$ cat src/rtl/positmult_pipelined.sv
// positmult_pipelined: pipelined posit multiplier with valid/ready handshake on both sides
//   clk        rising-edge clock
//   rst_n      asynchronous active-low reset, clears every stage and the outputs
//   in_valid   operand pair in1/in2 presented
//   in_ready   operand pair taken on this edge when in_valid is also high
//   in1, in2   posit operands
//   out_valid  result/inf/zero hold a product
//   out_ready  consumer takes the product on this edge
//   result     posit product, inf = product is NaR, zero = product is exact zero
module positmult_pipelined #(
    parameter int NBITS = 32,
    parameter int ES    = 2
) (
    input  logic             clk,
    input  logic             rst_n,
    input  logic             in_valid,
    output logic             in_ready,
    input  logic [NBITS-1:0] in1,
    input  logic [NBITS-1:0] in2,
    output logic             out_valid,
    input  logic             out_ready,
    output logic [NBITS-1:0] result,
    output logic             inf,
    output logic             zero
);
    localparam int FW = NBITS - 1 - ES;
    localparam int MW = FW + 1;
    localparam int PW = 2 * FW + 1;
    localparam int SW = $clog2(2 * NBITS * (1 << ES) + 2) + 2;
    localparam int L  = 2 + ES + PW + NBITS;
    localparam logic signed [SW-1:0] KMAX = SW'(NBITS - 2);

    typedef struct packed {
        logic          sgn;
        logic          zro;
        logic          nar;
        logic [SW-1:0] sc;
        logic [MW-1:0] m;
    } dec_t;

    // Regime run length is counted on the magnitude; shifting out run plus terminator
    // leaves exponent bits on top and fraction bits below them.
    function automatic dec_t decode(input logic [NBITS-1:0] x);
        dec_t d;
        logic [NBITS-2:0] body;
        logic [NBITS-2:0] rem;
        logic run;
        int m;
        int k;
        body = x[NBITS-1] ? -x[NBITS-2:0] : x[NBITS-2:0];
        run = 1'b1;
        m = 0;
        for (int i = NBITS - 2; i >= 0; i--) begin
            run = run & (body[i] == body[NBITS-2]);
            m = m + int'(run);
        end
        rem = body << (m + 1);
        k = body[NBITS-2] ? m - 1 : -m;
        d.sgn = x[NBITS-1];
        d.zro = x == '0;
        d.nar = x == {1'b1, {(NBITS-1){1'b0}}};
        d.sc = SW'(k * (1 << ES)) + SW'(rem >> FW);
        d.m = {1'b1, rem[FW-1:0]};
        return d;
    endfunction

    logic                 v1_q, v2_q, v3_q, vo_q;
    logic                 rdy1, rdy2, rdy3, rdy_o;
    logic [NBITS-1:0]     a1_q, b1_q;
    dec_t                 da2_q, db2_q, da2_d, db2_d;
    logic                 sgn3_q, zro3_q, nar3_q, sgn3_d, zro3_d, nar3_d;
    logic [SW-1:0]        sc3_q, sc3_d;
    logic [PW-1:0]        nf3_q, nf3_d;
    logic [NBITS-1:0]     res_q, res_d;
    logic                 inf_q, inf_d, zero_q, zero_d;
    logic [2*MW-1:0]      prod;
    logic signed [SW-1:0] k3;
    logic [SW-1:0]        sh_amt;
    logic [ES+PW-1:0]     ef;
    logic [L-1:0]         vec, shv;
    logic [NBITS-2:0]     bdy, rnd, mag;
    logic                 grd, stk;

    // A stage may load when it is empty or its content moves on this edge.
    always_comb begin
        rdy_o = !vo_q || out_ready;
        rdy3  = !v3_q || rdy_o;
        rdy2  = !v2_q || rdy3;
        rdy1  = !v1_q || rdy2;
    end

    assign in_ready  = rdy1;
    assign out_valid = vo_q;
    assign result    = res_q;
    assign inf       = inf_q;
    assign zero      = zero_q;

    // S1: decode both captured operands.
    always_comb begin
        da2_d = decode(a1_q);
        db2_d = decode(b1_q);
    end

    // S2: multiply mantissas, drop the hidden bit, bump scale on carry-out.
    always_comb begin
        prod   = (2*MW)'(da2_q.m) * (2*MW)'(db2_q.m);
        nf3_d  = prod[2*MW-1] ? prod[PW-1:0] : {prod[PW-2:0], 1'b0};
        sc3_d  = da2_q.sc + db2_q.sc + SW'(prod[2*MW-1]);
        sgn3_d = da2_q.sgn ^ db2_q.sgn;
        nar3_d = da2_q.nar || db2_q.nar;
        zro3_d = !nar3_d && (da2_q.zro || db2_q.zro);
    end

    // S3: "10" arithmetically shifted right by k gives k+1 ones then 0;
    // "01" shifted by -k-1 gives -k zeros then 1. Exponent and fraction trail it.
    always_comb begin
        k3     = $signed(sc3_q) >>> ES;
        sh_amt = k3[SW-1] ? ~k3 : k3;
        ef     = ((ES+PW)'(sc3_q) << PW) | (ES+PW)'(nf3_q);
        vec    = {k3[SW-1] ? 2'b01 : 2'b10, ef, {NBITS{1'b0}}};
        shv    = $signed(vec) >>> sh_amt;
        bdy    = shv[L-1 -: NBITS-1];
        grd    = shv[L-NBITS];
        stk    = |shv[L-NBITS-1:0];
        rnd    = bdy + (NBITS-1)'(grd & (bdy[0] | stk));
        mag    = k3 > KMAX ? '1 : k3 < -KMAX ? (NBITS-1)'(1) : rnd;
        res_d  = nar3_q ? {1'b1, {(NBITS-1){1'b0}}} : zro3_q ? '0 : sgn3_q ? -{1'b0, mag} : {1'b0, mag};
        inf_d  = nar3_q;
        zero_d = zro3_q;
    end

    always_ff @(posedge clk or negedge rst_n) begin
        if (!rst_n) begin
            v1_q   <= 1'b0;
            v2_q   <= 1'b0;
            v3_q   <= 1'b0;
            vo_q   <= 1'b0;
            a1_q   <= '0;
            b1_q   <= '0;
            da2_q  <= '0;
            db2_q  <= '0;
            sgn3_q <= 1'b0;
            zro3_q <= 1'b0;
            nar3_q <= 1'b0;
            sc3_q  <= '0;
            nf3_q  <= '0;
            res_q  <= '0;
            inf_q  <= 1'b0;
            zero_q <= 1'b0;
        end else begin
            if (rdy1) v1_q <= in_valid;
            if (rdy1 && in_valid) begin
                a1_q <= in1;
                b1_q <= in2;
            end
            if (rdy2) v2_q <= v1_q;
            if (rdy2 && v1_q) begin
                da2_q <= da2_d;
                db2_q <= db2_d;
            end
            if (rdy3) v3_q <= v2_q;
            if (rdy3 && v2_q) begin
                sgn3_q <= sgn3_d;
                zro3_q <= zro3_d;
                nar3_q <= nar3_d;
                sc3_q  <= sc3_d;
                nf3_q  <= nf3_d;
            end
            if (rdy_o) vo_q <= v3_q;
            if (rdy_o && v3_q) begin
                res_q  <= res_d;
                inf_q  <= inf_d;
                zero_q <= zero_d;
            end
        end
    end
endmodule

$ cat config.mk
export PLATFORM = sky130hd
export DESIGN_NAME = positmult_pipelined
export DESIGN_NICKNAME = d
export VERILOG_FILES = /design/src/rtl/positmult_pipelined.sv
export SDC_FILE = /design/constraint.sdc
export NUM_CORES = 2
export LEC_CHECK = 0
export ABC_CLOCK_PERIOD_IN_PS = 11900
export BUFFER_PORTS_ARGS = -buffer_cell sky130_fd_sc_hd__buf_2
export CAP_MARGIN = 0
export CORE_UTILIZATION = 43
export CTS_CLUSTER_SIZE = 10
export DETAILED_ROUTE_END_ITERATION = 8
export PLACE_DENSITY_LB_ADDON = 0.05
export SLEW_MARGIN = 20
export SYNTH_ARGS = -nofsm -noshare
export SYNTH_HDL_FRONTEND = slang
export SYNTH_SLANG_ARGS = --single-unit
$ cat constraint.sdc
create_clock -name clk -period 11.9 [get_ports clk]
set_clock_uncertainty 0.1 [all_clocks]
set_input_delay 1.785 -clock clk [delete_from_list [all_inputs] [get_ports clk]]
set_output_delay 1.785 -clock clk [all_outputs]
set_load 0.02 [all_outputs]
==> summary.md <==
| Metric | Value |
|---|---|
| Outcome | `completed` |
| Total CTS buffers | `36` |
| First-pass GRT wire length | `295000 microns` |
| Die Wd | `360 microns` |
| Residual DRC count | `0` |
| Post-Synthesis Cell Area | `55000 sq um` |
| DRT antenna net count | `0` |
| Clock Sinks | `262` |
| Hold path endpoint | `da2_q[42]` |
| # IOs | `104` |
| Critical path class | `register to register` |
| Total Wirelength | `roughly 190000 microns` |
| Cell Rows | `130` |
| Reg2Reg Depth | `between 40 and 50` |
| Setup TNS | `0 ns` |
| Drt wl/cell | `between 20 and 25 microns` |
| Port bufs | `approximately 100` |
| H-tree levels | `2` |
| #FFs+latches synth | `between 200 and 300` |
| Placed cells | `~8000` |
| FF-to-FF Start | `db2_q[16]` |
| Clock transition at the registers of the reported paths | `0.06 ns` |
| CP required | `12.25 ns` |
| Initial antenna violation count | `2` |
| Cells after synthesis | `6472` |
| Worst Path Arrival | `11.64 ns` |
| Max Transition Viols Final | `0` |
| Number of filler cells placed in the layout | `12570` |
| Hold path startpoint | `da2_q[42]` |
| Seq/Total Area, Yosys | `0.119` |
| Post-synth EDFFs | `0` |
| Worst Setup End Kind | `register` |
| Core Area | `approximately 130000 sq um` |
| Final min period | `~11 ns` |
| Synth Area per Inst | `8.50 sq um` |
| Yosys warning total | `0` |
| Synth-to-Final Area Change | `7.13%` |
| DR vias | `46350` |
| Hold depth | `2` |
| Synth Net Count | `7649` |
| Relative slew slack | `0.181` |
| Fmax | `about 89 MHz` |
| Detail Placement HPWL | `151000 microns` |
| Drt first pass iters | `6` |
| Cell variety after synth | `between 100 and 150` |
| Post-synth ARST share | `1.00` |
| Commonest non-fill, non-tap cell in the layout | `nand2_1` |
| Slowest stage delay, CP | `0.80 ns` |
| Die area | `129000 sq um` |
| DR iter-0 viols | `3716` |
| Via density | `5.75` |
| Bufs on Longest Clock Path | `3` |
| Nets@finish | `7566` |
| Max cap viols | `0` |
| Largest net degree at the start of global routing | `106` |
| RSZ-0062 raised after global routing | `no` |
| Gpl congestion | `a little under 1` |
| Clock root cell | `clkbuf_16` |
| Main synth FF type | `dfrtp_1` |
| Commonest cells after routing, fill and taps aside | `1093 x nand2_1, 882 x inv_1, 826 x fa_1` |
| Vias in the first global route | `roughly 48000` |
| Flop2flop setup slack | `roughly 0.6 ns` |
| Endpoints failing setup | `0` |
| Starting Density | `0.436` |
| Reg-to-reg endpoint | `sc3_q[10]` |
| Actual slew at the worst max-slew pin | `1.22 ns` |
| Setup crit start kind | `register` |
| CTS Hold Buffers Added | `0` |
| CTS tree | `yes` |
| Die extent in y | `360 microns` |
| Final hold violation count | `0` |
| Clock latency at the later pin of the worst-skew pair | `0.59 ns` |
| Finished Layout Cells | `roughly 8100` |
| CP max FO | `16` |
| Grt ovf | `0` |
| Worst Hold Class | `register to register` |
| Critical Path Source | `db2_q[16]` |
| CP max stage cell | `dfrtp_1` |
| CP dominant cell by count | `fa_1` |
| Final period utilization | `0.949` |
| All-Layer GR Usage | `0.294` |
| Fraction of layout instances using a drive strength above 1 | `0.0944` |
## cell type report
class                   count  area (sq um)  area share
diodes                      1          2.50   0.0000424
clock buffers              52          1060      0.0180
clock inverters             9           159     0.00270
inverters                 887          3330      0.0565
multi-input cells        4885         43600       0.739
flip-flops and latches    262          6570       0.111
well taps                1650          2060      0.0350
repair buffers            317          2210      0.0375
## how the worst max path moves through the flow
stage,cells past startpoint,end
after detailed placement,36,db2_q[15]
after global placement,36,db2_q[15]
after floorplan,45,sc3_q[10]
after CTS,36,db2_q[15]
final,41,sc3_q[10]
after global routing,37,db2_q[17]
## stage by stage
step	hold slack, ns	setup slack (ns)	instance area (sq um)	utilization
after floorplan	0.338	0.861	55000	-
after global placement	0.355	-0.320	57600	0.456
after detailed placement	0.361	0.101	57600	0.456
after CTS	0.373	0.0647	58800	0.466
after global routing	0.403	0.0274	59000	0.467
final	0.369	0.604	59000	0.467
## layer usage
layer  part of all wire  global-route usage  vias up
li1                   -                   -    21023
met1               0.43               0.399    23557
met2               0.46               0.476     1451
met3              0.059              0.0425      319
met4              0.043               0.113        0
met5                  0                   0        -
## critical path, delay by kind of cell (launching register included)
| family | cells | cell delay [ns] |
|---|---|---|
| buf+inv | 6 | 0.35 |
| simple gates | 6 | 1.16 |
| flops | 1 | 0.80 |
| compound gates | 16 | 3.25 |
| fa+ha+maj | 11 | 5.21 |
| xor+xnor | 2 | 0.29 |
## synth_stat cells, types with 19 or more instances
cell	number	share of area
buf_1	24	0.0016
nor4_1	26	0.0030
o41ai_1	19	0.0030
and2_1	257	0.029
or3_1	26	0.0030
and3_1	31	0.0035
nand2b_1	50	0.0057
o21a_1	27	0.0037
nor2b_1	35	0.0040
a22o_1	42	0.0067
mux2i_1	200	0.036
a221o_1	35	0.0064
a211o_1	24	0.0038
nor2_1	284	0.019
o211ai_1	31	0.0042
clkbuf_1	365	0.025
o31ai_1	37	0.0050
mux2_2	105	0.021
a211oi_1	52	0.0071
a31oi_1	36	0.0041
a22oi_1	29	0.0040
inv_1	882	0.060
o22ai_1	34	0.0039
buf_2	32	0.0029
ha_1	283	0.064
dfrtp_1	262	0.12
xor2_1	92	0.015
xnor2_1	148	0.024
nand4_1	33	0.0038
nor3_1	62	0.0056
fa_1	826	0.30
nand3_1	102	0.0093
mux4_2	39	0.016
nand2_1	1096	0.075
o21ai_0	251	0.023
a21oi_1	221	0.020
a21o_1	63	0.0086
## cell families (layout without fill, tap and decap cells)
family / after synthesis / in the layout / synth area share
AO/OA/AOI/OAI: 1106 / 1106 / 0.137
XOR/XNOR: 241 / 241 / 0.0387
adder cells (fa/ha/maj): 1110 / 1110 / 0.365
buffers and inverters: 1325 / 1265 / 0.0929
flip-flops: 262 / 262 / 0.119
multiplexers: 345 / 345 / 0.0741
other: 0 / 1 / 0
AND/OR/NAND/NOR: 2083 / 2083 / 0.173
## repair_timing
item                                   CTS  global route
setup endpoints to repair                0            52
endpoints found under the hold margin    0             0
setup buffers                            0             5
resized for setup                        0            16
## state kept, by name (all words and copies together), names as in the netlist, 11 cells and up
name,flops
db2_q,43
a1_q,32
result,32
nf3_q,59
da2_q,44
b1_q,32
sc3_q,11
Power is left out: the tool's default activity adds up to more than one toggle a clock period on the data nets, which glitch-free logic cannot reach.
